File: config.mk
export PLATFORM = sky130hd
export DESIGN_NAME = dmem_arbiter
export DESIGN_NICKNAME = d
export VERILOG_FILES = /design/src/rtl/dmem_arb_pkg.sv /design/src/rtl/rr_arb2.sv /design/src/rtl/dmem_arbiter.sv
export SDC_FILE = /design/constraint.sdc
export NUM_CORES = 1
export LEC_CHECK = 0
export CORE_AREA = 2 2 119 121
export CTS_CLUSTER_DIAMETER = 40
export DETAILED_ROUTE_END_ITERATION = 7
export DIE_AREA = 0 0 121 123
export PLACE_DENSITY = 0.71
export SLEW_MARGIN = 20
export SYNTH_ARGS = -nofsm -noshare
export SYNTH_HDL_FRONTEND = slang
export SYNTH_SLANG_ARGS = --single-unit
File: constraint.sdc
create_clock -name clk_i -period 2.5 [get_ports clk_i]
set_clock_uncertainty 0.15 [all_clocks]
set_input_delay 0.625 -clock clk_i [delete_from_list [all_inputs] [get_ports clk_i]]
set_output_delay 0.625 -clock clk_i [all_outputs]
set_load 0.01 [all_outputs]
File: src/rtl/dmem_arb_pkg.sv
`default_nettype none
// ============================================================================
// Module : dmem_arb_pkg
// Brief  : Shared types and defaults for the data-memory port arbiter.
// Rev    : 1.0 - initial release
// ============================================================================
package dmem_arb_pkg;

    typedef enum logic [1:0] {
        OWN_NONE = 2'd0,
        OWN_M0   = 2'd1,
        OWN_M1   = 2'd2
    } owner_e;

    localparam int DEF_MAX_BURST = 4;

endpackage
`default_nettype wire

File: src/rtl/rr_arb2.sv
`default_nettype none
// ============================================================================
// Module : rr_arb2
// Brief  : Two-way round-robin grant with bounded lock; computes next owner/burst.
// Rev    : 1.0 - initial release
// ============================================================================
module rr_arb2
    import dmem_arb_pkg::*;
#(
    parameter  int MAX_BURST = DEF_MAX_BURST,
    localparam int CNT_W     = $clog2(MAX_BURST + 1)
) (
    input  logic [1:0]       req_i,
    input  logic [1:0]       lock_i,
    input  logic [1:0]       owner_i,
    input  logic [CNT_W-1:0] burst_i,
    output logic [1:0]       gnt_o,
    output logic [1:0]       owner_d_o,
    output logic [CNT_W-1:0] burst_d_o
);

    localparam logic [CNT_W-1:0] C_MAX = CNT_W'(MAX_BURST);

    owner_e     w_owner;
    owner_e     w_new_owner;
    logic       w_hold0;
    logic       w_hold1;

    assign w_owner = owner_e'(owner_i);

    // A lock only counts for the requester that already owns the port.
    assign w_hold0 = (w_owner == OWN_M0) && lock_i[0] && (burst_i < C_MAX);
    assign w_hold1 = (w_owner == OWN_M1) && lock_i[1] && (burst_i < C_MAX);

    always_comb begin
        gnt_o = 2'b00;
        unique case (req_i)
            2'b01:   gnt_o = 2'b01;
            2'b10:   gnt_o = 2'b10;
            2'b11: begin
                if (w_hold0) begin
                    gnt_o = 2'b01;
                end else if (w_hold1) begin
                    gnt_o = 2'b10;
                end else if (w_owner == OWN_M0) begin
                    gnt_o = 2'b10;
                end else begin
                    gnt_o = 2'b01;
                end
            end
            default: gnt_o = 2'b00;
        endcase
    end

    always_comb begin
        owner_d_o   = owner_i;
        burst_d_o   = '0;
        w_new_owner = gnt_o[0] ? OWN_M0 : OWN_M1;
        if (gnt_o != 2'b00) begin
            if (w_new_owner == w_owner) begin
                burst_d_o = (burst_i == C_MAX) ? burst_i : burst_i + CNT_W'(1);
            end else begin
                owner_d_o = w_new_owner;
                burst_d_o = CNT_W'(1);
            end
        end
    end

endmodule
`default_nettype wire

File: src/rtl/dmem_arbiter.sv
`default_nettype none
// ============================================================================
// Module : dmem_arbiter
// Brief  : Shares one data-memory port between the CPU (m0) and a loader (m1).
// Rev    : 1.0 - initial release
// ============================================================================
module dmem_arbiter
    import dmem_arb_pkg::*;
#(
    parameter  int BITNESS   = 32,
    parameter  int MAX_BURST = DEF_MAX_BURST,
    localparam int CNT_W     = $clog2(MAX_BURST + 1)
) (
    input  logic               clk_i,
    input  logic               rst_i,
    input  logic               m0_req_i,
    input  logic               m0_lock_i,
    input  logic               m0_we_i,
    input  logic [BITNESS-1:0] m0_addr_i,
    input  logic [BITNESS-1:0] m0_wdata_i,
    input  logic [2:0]         m0_funct3_i,
    output logic               m0_gnt_o,
    output logic               m0_rvalid_o,
    output logic [BITNESS-1:0] m0_rdata_o,
    input  logic               m1_req_i,
    input  logic               m1_lock_i,
    input  logic               m1_we_i,
    input  logic [BITNESS-1:0] m1_addr_i,
    input  logic [BITNESS-1:0] m1_wdata_i,
    input  logic [2:0]         m1_funct3_i,
    output logic               m1_gnt_o,
    output logic               m1_rvalid_o,
    output logic [BITNESS-1:0] m1_rdata_o,
    output logic               mem_we_o,
    output logic [BITNESS-1:0] mem_addr_o,
    output logic [BITNESS-1:0] mem_wdata_o,
    output logic [2:0]         mem_funct3_o,
    input  logic [BITNESS-1:0] mem_rdata_i,
    output logic               cpu_stall_o
);

    logic [1:0]         owner_q;
    logic [1:0]         owner_d;
    logic [CNT_W-1:0]   burst_q;
    logic [CNT_W-1:0]   burst_d;
    logic               rvalid0_q;
    logic               rvalid0_d;
    logic               rvalid1_q;
    logic               rvalid1_d;
    logic [BITNESS-1:0] rdata_q;
    logic [BITNESS-1:0] rdata_d;

    logic [1:0]         w_req;
    logic [1:0]         w_gnt;

    // Requests are masked during reset so no access (and no write) is issued.
    assign w_req = {m1_req_i, m0_req_i} & {2{~rst_i}};

    rr_arb2 #(
        .MAX_BURST (MAX_BURST)
    ) u_rr_arb2 (
        .req_i     (w_req),
        .lock_i    ({m1_lock_i, m0_lock_i}),
        .owner_i   (owner_q),
        .burst_i   (burst_q),
        .gnt_o     (w_gnt),
        .owner_d_o (owner_d),
        .burst_d_o (burst_d)
    );

    always_comb begin
        mem_we_o     = 1'b0;
        mem_addr_o   = '0;
        mem_wdata_o  = '0;
        mem_funct3_o = 3'b000;
        if (w_gnt[0]) begin
            mem_we_o     = m0_we_i;
            mem_addr_o   = m0_addr_i;
            mem_wdata_o  = m0_wdata_i;
            mem_funct3_o = m0_funct3_i;
        end else if (w_gnt[1]) begin
            mem_we_o     = m1_we_i;
            mem_addr_o   = m1_addr_i;
            mem_wdata_o  = m1_wdata_i;
            mem_funct3_o = m1_funct3_i;
        end
    end

    assign rvalid0_d = w_gnt[0] & ~m0_we_i;
    assign rvalid1_d = w_gnt[1] & ~m1_we_i;
    assign rdata_d   = (rvalid0_d | rvalid1_d) ? mem_rdata_i : rdata_q;

    always_ff @(posedge clk_i or posedge rst_i) begin
        if (rst_i) begin
            owner_q   <= OWN_NONE;
            burst_q   <= '0;
            rvalid0_q <= 1'b0;
            rvalid1_q <= 1'b0;
            rdata_q   <= '0;
        end else begin
            owner_q   <= owner_d;
            burst_q   <= burst_d;
            rvalid0_q <= rvalid0_d;
            rvalid1_q <= rvalid1_d;
            rdata_q   <= rdata_d;
        end
    end

    assign m0_gnt_o    = w_gnt[0];
    assign m1_gnt_o    = w_gnt[1];
    assign m0_rvalid_o = rvalid0_q;
    assign m1_rvalid_o = rvalid1_q;
    assign m0_rdata_o  = rdata_q;
    assign m1_rdata_o  = rdata_q;
    assign cpu_stall_o = m0_req_i & ~w_gnt[0];

endmodule
`default_nettype wire
==> results by group <==
GRT
  – Largest net degree at the start of global routing: 48
  – Total global-route track usage: 0.214
  – Total gr overflow: 0
  – Initial antenna violation count: 0
  – Vias in the first global route: 4,509
  – First-pass GRT wire length: 25.0 mm

Timing
  – RSZ-0062 raised after global routing: yes
  – Final setup margin: -0.292 ns
  – Final setup violation count: 71
  – Max-slew headroom: 0.665
  – Final min period: 2.79 ns
  – Fin. Hold Viols: 0
  – Least-Margin Pin Slew: 0.503 ns
  – Final slew viol count: 0
  – WHS: 0.386 ns
  – Crit share post-route: 1.12
  – Maximum clock frequency: 358 MHz

Synthesis
  – Largest family of logic cells by synthesized area: compound AO/OA/AOI/OAI gates
  – Synthesis-stage register bit count: 39
  – Largest area contributor in the netlist: dfrtp_1
  – Top_reg_cell synth: dfrtp_1
  – Post-synth net total: 577
  – Synth Area in Compound Gates: 0.281
  – Synth top cells by count: 69 x o211ai_1, 68 x a21oi_1, 68 x nand3_1
  – Yosys top cell area share: 0.283
  – Syn Area/Cell: 8.61 sq um
  – Top cells by area, synth: dfrtp_1 28%, o211ai_1 15%, mux2_4 13%
  – Post-synth EDFFs: 0
  – Cells after synthesis: 401
  – Seq/Total Area, Yosys: 0.283
  – Synth warnings: 0
  – Count leader, synth: o211ai_1
  – Simple-gate share of the synthesized area: 0.138
  – Multiplexer area fraction after synthesis: 0.140
  – Adder-cell share of the synthesized area: 0.00725
  – XOR/XNOR Fraction of Synth Area: 0.00254
  – Asr flop ratio synth: 1.00
  – Mapped Area: 3450 sq um
  – Synth cell types: 37

Detailed routing
  – Antenna viol nets, final: 0
  – Via count: 4,491
  – Via/cell ratio: 5.13
  – Routed WL: 16.9 mm
  – Starting DRT DRC Count: 239
  – Average wire per standard cell: 19.3 um
  – # DRC: 0
  – Pre-antenna DRT Iters: 4

Setup path
  – CP required: 1.73 ns
  – Max incr delay on CP: 0.42 ns
  – Crit path DAT: 2.02 ns
  – Reg2Reg Depth: 9
  – Crit-path cells: nand4bb_4, buf_6, o211ai_4, buf_12, buf_12, buf_16, nand3_1, a21oi_2, buf_2
  – Reg-to-reg slack, setup: 0.17 ns
  – Critical path type: reg -> out
  – Critical-path top delay cell: dfrtp_2
  – CP max FO: 7
  – Startpoint Class: flop
  – Reg2reg end: m0_rdata_o[29]
  – Most frequent CP cell: buf_12
  – Worst setup EP type: output port
  – Worst r2r src: burst_q[2]

Hold path
  – Min-Delay Endpoint: m0_rdata_o[28]
  – Min-delay src: m0_rdata_o[28]
  – Worst hold stages: 1
  – Hold WC Path Type: reg -> reg

Power and ir drop
  – Total Power: 3.82 mW
  – P per Cell Area: 519 nW/um^2
  – Peak supply drop: 0.273 mV
  – Pleak: 2.97 nW

Layout
  – ANT cells: 0
  – Final core occ: 0.541
  – Area growth syn-to-layout: 113%
  – Layout cells sized above 1: 0.339
  – Final #Nets: 871
  – Design Area, Final: 7360 sq um

Clocking
  – CTS buffer count: 5
  – CTS Hold Buffers Added: 0
  – Clock buffer depth: 2
  – Clk root buf: clkbuf_16
  – CTS tree: done
  – H-tree levels: 2
  – Clock slew at reported path FFs: 0.06 ns
  – Clock Latency Late Sink: 0.28 ns
  – Clk sinks: 39

Placed design
  – DP HPWL: 11.4 mm
  – I/O Buffers: 310
  – Final GP Congestion: 0.819
  – DP Area: 6730 sq um

Floorplanning
  – Core box area: 13,600 sq um
  – Std-Cell Rows: 43
  – Die X: 121 um
  – Ports: 311
  – Starting density of the core: 0.254
  – Die height: 123 um
  – Die Area: 14,900 sq um

Run
  – # Max-Cap Violations: 0

Status
  – Violated checks: setup timing
  – Status: finished with violations
[layout by cell type (no fill, tap or decap), types with 2 or more instances in the layout]
cell / count
a21oi_1: 35
a21oi_2: 32
and2_1: 2
buf_12: 22
buf_16: 11
buf_2: 72
buf_4: 19
buf_6: 7
buf_8: 3
clkbuf_16: 5
clkdlybuf4s50_1: 232
dfrtp_1: 38
ha_1: 2
inv_1: 3
mux2_2: 2
mux2_4: 30
nand2_1: 3
nand3_1: 51
nand3_2: 14
nand3_4: 3
nor2_1: 3
nor3_1: 5
o211ai_1: 69
o211ai_4: 2
o21ai_0: 3
[stage by stage]
step	setup WS (ns)	TNS [ns]	cells
4_1_cts	-0.296	-17.08	876
6_report	-0.292	-14.23	876
5_1_grt	-0.343	-18.46	876
3_5_place_dp	-0.895	-69.16	839
3_3_place_gp	-0.862	-66.61	839
2_1_floorplan	0.0104	0	401
[routing by layer]
layer  part of all wire  GRT usage  vias up
li1                   -          -     2066
met1               0.38      0.253     2118
met2               0.51      0.397      271
met3              0.079     0.0327       36
met4              0.027     0.0683        0
met5                  0          0        -
[worst max path at each step]
stage                    start               to
floorplan            m0_lock_i    mem_addr_o[0]
global placement     m0_lock_i   mem_wdata_o[1]
detailed placement   m0_lock_i  mem_wdata_o[28]
CTS                 burst_q[2]    mem_addr_o[0]
global route        burst_q[2]    mem_addr_o[9]
finish              burst_q[2]    mem_addr_o[9]
[where the power goes]
group	internal (mW)	switching, mW	total, mW
clock network	0.496	0.238	0.733
logic	1.34	0.833	2.18
registers	0.778	0.132	0.910
[layout make-up]
cell class / count / area (sq um)
clock buffer: 6 / 139
clock inverter: 2 / 35.0
fill: 1185 / 6250
inverter: 5 / 22.5
multi-input combinational: 275 / 2240
sequential: 39 / 977
tap: 180 / 225
timing repair buffer: 369 / 3720
[logic make-up (layout without fill, tap and decap cells)]
group                    after synthesis  count (layout)
AO/OA/AOI/OAI                        150             150
XOR/XNOR                               1               1
adder cells (fa/ha/maj)                2               2
buffers and inverters                 87             382
flip-flops                            39              39
multiplexers                          33              33
AND/OR/NAND/NOR                       89              89
[registers in the layout (all words and copies together), names as in the netlist]
| name | flops |
|---|---|
| m0_rdata_o | 32 |
| m0_rvalid_o | 1 |
| owner_q | 2 |
| burst_q | 3 |
| m1_rvalid_o | 1 |
[what timing repair did]
action	in CTS	in global routing
resized for setup	343	29
setup buffers	18	2
cloned	13	0
pin swaps	50	38
endpoints found under the setup margin	91	89
[worst max-delay path: cells and delay by family, from the launching register on]
| family | cells | cell delay [ns] |
|---|---|---|
| buffers and inverters | 5 | 0.72 |
| DFF | 1 | 0.42 |
| and+or+nand+nor | 2 | 0.36 |
| AOI/OAI and AO/OA | 2 | 0.23 |
Note: power is estimated with default switching activity, not from simulation.
